===== src/rtl/sdram_pkg.sv =====
// Shared definitions for the SDRAM frame-buffer write and read paths.
//   state_t          : writer FSM encoding (IDLE, ARM, BURST)
//   SDRAM_DATA_W     : Avalon data width (one word = 8 pixels)
//   SDRAM_BE_W       : Avalon byteenable width
//   SDRAM_BURST_W    : Avalon burstcount width
//   DEF_FRAME_WORDS  : 64-bit words in a 1920x1080 frame
//   DEF_BURST_LEN    : default words per full burst
package sdram_pkg;

    typedef enum logic [1:0] {
        IDLE  = 2'd0,
        ARM   = 2'd1,
        BURST = 2'd2
    } state_t;

    localparam int SDRAM_DATA_W    = 64;
    localparam int SDRAM_BE_W      = 8;
    localparam int SDRAM_BURST_W   = 8;
    localparam int DEF_FRAME_WORDS = 259200;
    localparam int DEF_BURST_LEN   = 16;

endpackage


===== src/rtl/sdram_writer_if.sv =====
// Bus bundle between the frame writer, its show-ahead pixel FIFO and the
// Avalon-MM SDRAM slave.
//   pix_data_i / pix_usedw_i / pix_rdreq_o : FIFO head word, fill level, pop
//   sdram_*                                : Avalon-MM burst write master
// Handshake: a beat transfers on every cycle where sdram_write_o is high and
// sdram_waitrequest_i is low; pix_rdreq_o is high on exactly those cycles, so
// the FIFO pops the word that was just accepted and presents the next one.
// While waitrequest is high every master output, including writedata, holds.
interface sdram_writer_if
#(
    parameter int ADDR_W  = 29,
    parameter int USEDW_W = 9
);
    import sdram_pkg::*;

    logic [SDRAM_DATA_W-1:0]  pix_data_i;
    logic [USEDW_W-1:0]       pix_usedw_i;
    logic                     pix_rdreq_o;
    logic [ADDR_W-1:0]        sdram_address_o;
    logic [SDRAM_BURST_W-1:0] sdram_burstcount_o;
    logic                     sdram_write_o;
    logic [SDRAM_DATA_W-1:0]  sdram_writedata_o;
    logic [SDRAM_BE_W-1:0]    sdram_byteenable_o;
    logic                     sdram_waitrequest_i;

    modport master (
        input  pix_data_i, pix_usedw_i, sdram_waitrequest_i,
        output pix_rdreq_o, sdram_address_o, sdram_burstcount_o,
               sdram_write_o, sdram_writedata_o, sdram_byteenable_o
    );

    modport slave (
        output pix_data_i, pix_usedw_i, sdram_waitrequest_i,
        input  pix_rdreq_o, sdram_address_o, sdram_burstcount_o,
               sdram_write_o, sdram_writedata_o, sdram_byteenable_o
    );

endinterface


===== src/rtl/sdram_writer.sv =====
// Avalon-MM burst write master: drains 64-bit pixel words from a show-ahead
// FIFO and writes them as one linear frame starting at BASE_ADDR, then wraps.
// Ports:
//   sdram_clk, rst   : clock, asynchronous active-high reset
//   enable_i         : allow new bursts (sampled at burst boundaries only)
//   bus (master)     : FIFO pop side plus Avalon-MM write master
//   frame_done_o     : one-cycle pulse after the last word of a frame
//   frame_ready_o    : sticky, set after the first complete frame
//   state_dbg_o      : current FSM state
module sdram_writer
    import sdram_pkg::*;
#(
    parameter int BURST_LEN   = DEF_BURST_LEN,
    parameter int FRAME_WORDS = DEF_FRAME_WORDS,
    parameter int BASE_ADDR   = 0,
    parameter int ADDR_W      = 29,
    parameter int USEDW_W     = 9
)(
    input  logic           sdram_clk,
    input  logic           rst,
    input  logic           enable_i,
    sdram_writer_if.master bus,
    output logic           frame_done_o,
    output logic           frame_ready_o,
    output state_t         state_dbg_o
);

    localparam int WW_W = $clog2(FRAME_WORDS + 1);

    state_t                   state_q, state_d;
    logic [WW_W-1:0]          words_q, words_d;
    logic [SDRAM_BURST_W-1:0] beats_q, beats_d;
    logic [ADDR_W-1:0]        addr_q, addr_d;
    logic [SDRAM_BURST_W-1:0] bc_q, bc_d;
    logic                     write_q, write_d;
    logic                     done_q, done_d;
    logic                     ready_q, ready_d;

    logic                     accept;
    logic                     last_beat;
    logic                     frame_end;
    logic                     start_ok;
    logic [31:0]              remaining;
    logic [31:0]              blen32;
    logic [SDRAM_BURST_W-1:0] blen;

    assign accept    = write_q & ~bus.sdram_waitrequest_i;
    assign last_beat = accept && (beats_q == SDRAM_BURST_W'(1));
    // Only true on the final beat of the tail burst of a frame.
    assign frame_end = accept && (words_q == WW_W'(FRAME_WORDS - 1));

    assign bus.pix_rdreq_o        = accept;
    assign bus.sdram_writedata_o  = bus.pix_data_i;
    assign bus.sdram_byteenable_o = {SDRAM_BE_W{1'b1}};
    assign bus.sdram_address_o    = addr_q;
    assign bus.sdram_burstcount_o = bc_q;
    assign bus.sdram_write_o      = write_q;
    assign frame_done_o           = done_q;
    assign frame_ready_o          = ready_q;
    assign state_dbg_o            = state_q;

    // Length of the next burst: a full burst, or the shorter frame tail.
    // A burst only starts once the FIFO already holds every word of it, so
    // write never has to drop mid-burst for lack of data.
    always_comb begin
        remaining = 32'(FRAME_WORDS) - 32'(words_q);
        blen32    = (remaining < 32'(BURST_LEN)) ? remaining : 32'(BURST_LEN);
        blen      = SDRAM_BURST_W'(blen32);
        start_ok  = (32'(bus.pix_usedw_i) >= blen32);
    end

    // State and output registers.
    always_ff @(posedge sdram_clk or posedge rst) begin
        if (rst) begin
            state_q <= IDLE;
            words_q <= '0;
            beats_q <= '0;
            addr_q  <= ADDR_W'(BASE_ADDR);
            bc_q    <= '0;
            write_q <= 1'b0;
            done_q  <= 1'b0;
            ready_q <= 1'b0;
        end else begin
            state_q <= state_d;
            words_q <= words_d;
            beats_q <= beats_d;
            addr_q  <= addr_d;
            bc_q    <= bc_d;
            write_q <= write_d;
            done_q  <= done_d;
            ready_q <= ready_d;
        end
    end

    // Next state. A running burst always finishes (Avalon cannot abort a
    // burst); enable_i only decides where to go once it has.
    always_comb begin
        state_d = state_q;
        unique case (state_q)
            IDLE: begin
                if (enable_i) state_d = ARM;
            end
            ARM: begin
                if (!enable_i)     state_d = IDLE;
                else if (start_ok) state_d = BURST;
            end
            BURST: begin
                if (last_beat) state_d = enable_i ? ARM : IDLE;
            end
            default: state_d = IDLE;
        endcase
    end

    // Next values of the registered outputs and counters.
    always_comb begin
        words_d = words_q;
        beats_d = beats_q;
        addr_d  = addr_q;
        bc_d    = bc_q;
        write_d = write_q;
        done_d  = 1'b0;
        ready_d = ready_q;
        unique case (state_q)
            ARM: begin
                if (enable_i && start_ok) begin
                    write_d = 1'b1;
                    bc_d    = blen;
                    beats_d = blen;
                    addr_d  = ADDR_W'(BASE_ADDR) + ADDR_W'(words_q);
                end
            end
            BURST: begin
                if (accept) begin
                    beats_d = beats_q - SDRAM_BURST_W'(1);
                    if (frame_end) begin
                        words_d = '0;
                        done_d  = 1'b1;
                        ready_d = 1'b1;
                    end else begin
                        words_d = words_q + WW_W'(1);
                    end
                    if (last_beat) begin
                        write_d = 1'b0;
                        bc_d    = '0;
                    end
                end
            end
            default: ;
        endcase
    end

endmodule


===== src/flat_wrapper.sv =====
// flat-port wrapper written by rule: the top's interface ports become plain ports
module sdram_writer_flat import sdram_pkg::*;
#(
    parameter int BURST_LEN   = DEF_BURST_LEN,
    parameter int FRAME_WORDS = DEF_FRAME_WORDS,
    parameter int BASE_ADDR   = 0,
    parameter int ADDR_W      = 29,
    parameter int USEDW_W     = 9
)
  (sdram_clk, rst, enable_i, frame_done_o, frame_ready_o, state_dbg_o, bus_pix_data_i, bus_pix_usedw_i, bus_sdram_waitrequest_i, bus_pix_rdreq_o, bus_sdram_address_o, bus_sdram_burstcount_o, bus_sdram_write_o, bus_sdram_writedata_o, bus_sdram_byteenable_o);
  sdram_writer_if #(.ADDR_W(ADDR_W), .USEDW_W(USEDW_W)) bus_i ();
  input  logic sdram_clk;
  input  logic rst;
  input  logic enable_i;
  output logic frame_done_o;
  output logic frame_ready_o;
  output state_t state_dbg_o;
  input wire logic [$bits(bus_i.pix_data_i)-1:0] bus_pix_data_i;
  input wire logic [$bits(bus_i.pix_usedw_i)-1:0] bus_pix_usedw_i;
  input wire logic [$bits(bus_i.sdram_waitrequest_i)-1:0] bus_sdram_waitrequest_i;
  output wire logic [$bits(bus_i.pix_rdreq_o)-1:0] bus_pix_rdreq_o;
  output wire logic [$bits(bus_i.sdram_address_o)-1:0] bus_sdram_address_o;
  output wire logic [$bits(bus_i.sdram_burstcount_o)-1:0] bus_sdram_burstcount_o;
  output wire logic [$bits(bus_i.sdram_write_o)-1:0] bus_sdram_write_o;
  output wire logic [$bits(bus_i.sdram_writedata_o)-1:0] bus_sdram_writedata_o;
  output wire logic [$bits(bus_i.sdram_byteenable_o)-1:0] bus_sdram_byteenable_o;
  assign bus_i.pix_data_i = bus_pix_data_i;
  assign bus_i.pix_usedw_i = bus_pix_usedw_i;
  assign bus_i.sdram_waitrequest_i = bus_sdram_waitrequest_i;
  assign bus_pix_rdreq_o = bus_i.pix_rdreq_o;
  assign bus_sdram_address_o = bus_i.sdram_address_o;
  assign bus_sdram_burstcount_o = bus_i.sdram_burstcount_o;
  assign bus_sdram_write_o = bus_i.sdram_write_o;
  assign bus_sdram_writedata_o = bus_i.sdram_writedata_o;
  assign bus_sdram_byteenable_o = bus_i.sdram_byteenable_o;
  sdram_writer #(.BURST_LEN(BURST_LEN), .FRAME_WORDS(FRAME_WORDS), .BASE_ADDR(BASE_ADDR), .ADDR_W(ADDR_W), .USEDW_W(USEDW_W)) u_core (.sdram_clk(sdram_clk), .rst(rst), .enable_i(enable_i), .bus(bus_i), .frame_done_o(frame_done_o), .frame_ready_o(frame_ready_o), .state_dbg_o(state_dbg_o));
endmodule

===== config.mk =====
export PLATFORM = sky130hd
export DESIGN_NAME = sdram_writer_flat
export DESIGN_NICKNAME = d
export VERILOG_FILES = /design/src/rtl/sdram_pkg.sv /design/src/rtl/sdram_writer_if.sv /design/src/rtl/sdram_writer.sv /design/src/flat_wrapper.sv
export SDC_FILE = /design/constraint.sdc
export NUM_CORES = 1
export LEC_CHECK = 0
export CAP_MARGIN = 10
export CORE_UTILIZATION = 40
export CTS_BUF_LIST = sky130_fd_sc_hd__clkbuf_8
export DETAILED_ROUTE_END_ITERATION = 10
export DONT_BUFFER_PORTS = 1
export SLEW_MARGIN = 20
export SYNTH_ARGS = -nofsm -noshare
export SYNTH_HDL_FRONTEND = slang
export SYNTH_SLANG_ARGS = --single-unit

===== constraint.sdc =====
create_clock -name sdram_clk -period 10.85 [get_ports sdram_clk]
set_clock_uncertainty 0.2 [all_clocks]
set_input_delay 2.17 -clock sdram_clk [delete_from_list [all_inputs] [get_ports sdram_clk]]
set_output_delay 2.17 -clock sdram_clk [all_outputs]
set_load 0.01 [all_outputs]

==> flow_metrics.env <==
export IMPL_outcome="finished clean"
export IMPL_vias_per_cell=5.25
export IMPL_hold_violations=0
export IMPL_cts_resized=0
export IMPL_hp_class="reg2reg"
export IMPL_io_pins=192
export IMPL_synth_avg_cell_area_um2=9.31
export IMPL_path_cells="nor2b_1"
export IMPL_period_share_pct=47.4
export IMPL_core_um2=9420
export IMPL_clk_insertion_delay_late_ps=330
export IMPL_clock_fmax_ghz=0.195
export IMPL_grt_pass1_wl_um=12600
export IMPL_die_height_um=101
export IMPL_layout_setup_ws_ps=5710
export IMPL_maxCapViolCount=0
export IMPL_min_delay_start="u_core.beats_q[4]$_DFFE_PP0P_"
export IMPL_rows=35
export IMPL_grt_start_max_net_pins=58
export IMPL_cts_inserted_buffers=9
export IMPL_end_kind="primary output"
export IMPL_synthTopCellsByCount="83 x buf_4, 57 x dfrtp_1, 38 x nand2_1"
export IMPL_clk_path_buf_depth=2
export IMPL_critPathArrivalTime_ps=2770
export IMPL_grt_setup_unrepaired="false"
export IMPL_dieArea_um2=10300
export IMPL_syn_area_um2=3950
export IMPL_num_vias=2571
export IMPL_yosysUniqueCellTypes=62
export IMPL_worstReg2RegEnd="u_core.bus.sdram_address_o[12]$_DFFE_PP0P_"
export IMPL_min_to="u_core.beats_q[4]$_DFFE_PP0P_"
export IMPL_vdd_ir_drop_max_v=0.0000770
export IMPL_required_ps=8480
export IMPL_clock_sinks=57
export IMPL_yosysSeqAreaShare_pct=36.1
export IMPL_synth_ff_type="dfrtp_1"
export IMPL_start_util_pct=41.9
export IMPL_met2_usage_pct=24.5
export IMPL_post_route_cell_area_um2=3700
export IMPL_synth_area_leaders="dfrtp_1 36%, buf_4 16%, mux2_2 5.4%"
export IMPL_setup_viol=0
export IMPL_clk_pin_slew_worst_paths_ps=60
export IMPL_pre_cts_slack_ps=5720
export IMPL_crit_type="in2out"
export IMPL_antenna_found_initial=0
export IMPL_r2r_start="u_core.words_q[2]$_DFFE_PP0P_"
export IMPL_finish_utilization_pct=39.3
export IMPL_tightest_slew_ps=987
export IMPL_slew_violations=0
export IMPL_place_area_um2=3490
export IMPL_synth_warnings=0
export IMPL_die_width_um=101
export IMPL_yosysTopAreaCellShare_pct=36.1
export IMPL_cpLargestDelayFamily="simple AND/OR/NAND/NOR gates"
export IMPL_ff2ff_setup_slack_ps=5710
export IMPL_relSlewSlack_pct=33.9
export IMPL_gr_total_overflow=0
export IMPL_cts_root_buf="clkbuf_8"
export IMPL_hold_depth=2
export IMPL_synth_edf_count=0
export IMPL_fin_setup_tns_ps=0
export IMPL_powerDensity_nw_per_um2=116
export IMPL_cts_hold_buf=0
export IMPL_drive_gt1_share_pct=14.1
export IMPL_yosys_area_top_type="dfrtp_1"
export IMPL_first_pass_iters=4
export IMPL_wirelength_um=7750
export IMPL_grt_pass1_vias=2483
export IMPL_leakagePower_uw=0.00177
export IMPL_antenna_left=0
export IMPL_wl_per_cell_um=15.8
export IMPL_slowest_stage="nor2b_1"
export IMPL_synthArstFlopShare_pct=100
export IMPL_cpPeakStageDelay_ps=600
export IMPL_ys_ff_latch=57
export IMPL_io_buffers=0
export IMPL_place_gp_congestion=0.863
export IMPL_hpwl_um=5650
export IMPL_drtIter0Drc=147
export IMPL_path_max_fanout=9
export IMPL_grt_busiest_layer="met2"
export IMPL_start_kind="primary input"
export IMPL_cts_tree="yes"
export IMPL_met3_usage_pct=4.07
export IMPL_path_buf_inv=0
export IMPL_htreeDepth=3
export IMPL_syn_inst=424
export IMPL_fin_crit_ps=5140
export IMPL_nets=450
export IMPL_diodes=0
export IMPL_r2r_cells=13
export IMPL_drcViolationCount=0
export IMPL_synth_most_common_cell="buf_4"
export IMPL_area_growth_pct=-6.34
export IMPL_met1_usage_pct=20.0
export IMPL_grt_usage_pct=16.0
export IMPL_cts_setup_buffers=0
cell families (layout without fill, tap and decap cells):
group	count (synthesis)	after routing	synth area share, %
compound gates	68	68	12.2
fa+ha+maj	17	17	5.39
xor+xnor	15	15	3.33
mux	21	21	5.93
simple gates	129	129	17.4
other cells	2	23	0.190
buf+inv	115	31	19.3
flops	57	57	36.1
state kept, by name (all words and copies together) (netlist names):
name                           count
u_core.bus.sdram_address_o        18
u_core.words_q                    18
u_core.beats_q                     8
u_core.bus.sdram_burstcount_o      8
u_core.state_dbg_o                 2
u_core.bus.sdram_write_o           1
u_core.frame_done_o                1
u_core.frame_ready_o               1
per-stage QoR:
stage | hold slack (ps) | power, uW | cells
after floorplan | 275 | 258 | 445
after global placement | 307 | 231 | 474
after detailed placement | 328 | 231 | 474
after CTS | 344 | 436 | 490
after global routing | 357 | 447 | 490
final | 339 | 429 | 490
metal layers:
layer  part of all wire [%]  wire length (um)  vias up
li1                       -                 -     1227
met3                    8.0               618       26
met1                     43              3370     1216
met2                     46              3530      102
met5                      0                 0        -
met4                    3.0               233        0
area by class of cell:
class	instances	area, um2
fillers	947	5720
multi-input cells	273	1840
flip-flops and latches	57	1430
well taps	129	161
clock buffers	11	151
clock inverters	5	55.1
inverters	14	52.6
repair buffers	1	7.51
worst max path at each step:
stage                     slack (ps)  cells past startpoint                           from                                           end
after floorplan                 5940                      2        bus_sdram_waitrequest_i                               bus_pix_rdreq_o
after global placement          5760                      1        bus_sdram_waitrequest_i                               bus_pix_rdreq_o
after detailed placement        5720                      1        bus_sdram_waitrequest_i                               bus_pix_rdreq_o
after CTS                       5700                     15  u_core.words_q[0]$_DFFE_PP0P_  u_core.bus.sdram_burstcount_o[4]$_DFFE_PP0P_
after global routing            5290                     14  u_core.words_q[0]$_DFFE_PP0P_     u_core.bus.sdram_address_o[5]$_DFFE_PP0P_
final                           5710                      1        bus_sdram_waitrequest_i                               bus_pix_rdreq_o
cells in the final DEF, fill, tap and decap left out, types with 5 or more instances in the layout:
cell type / synthesis / routed
a21oi_1: 10 / 9
conb_1: 2 / 23
dfrtp_1: 57 / 57
or3_1: 5 / 5
xnor2_1: 7 / 7
nor2_1: 22 / 22
ha_1: 17 / 17
and2_1: 7 / 7
mux2_2: 19 / 19
clkbuf_8: 0 / 11
and3_1: 6 / 6
nand2_1: 38 / 38
o21ai_0: 16 / 15
nand4_1: 6 / 6
a21o_1: 5 / 5
nand3_1: 8 / 8
nor3_1: 9 / 9
o31ai_1: 10 / 10
inv_1: 14 / 14
xor2_1: 8 / 8
power breakdown:
group          internal, uW  switching, uW  total (uW)
clock network           118           84.3         202
logic                  3.80           10.7        14.5
registers               213              0         213
total                   334           95.1         429
(Power assumes the default switching activity.)
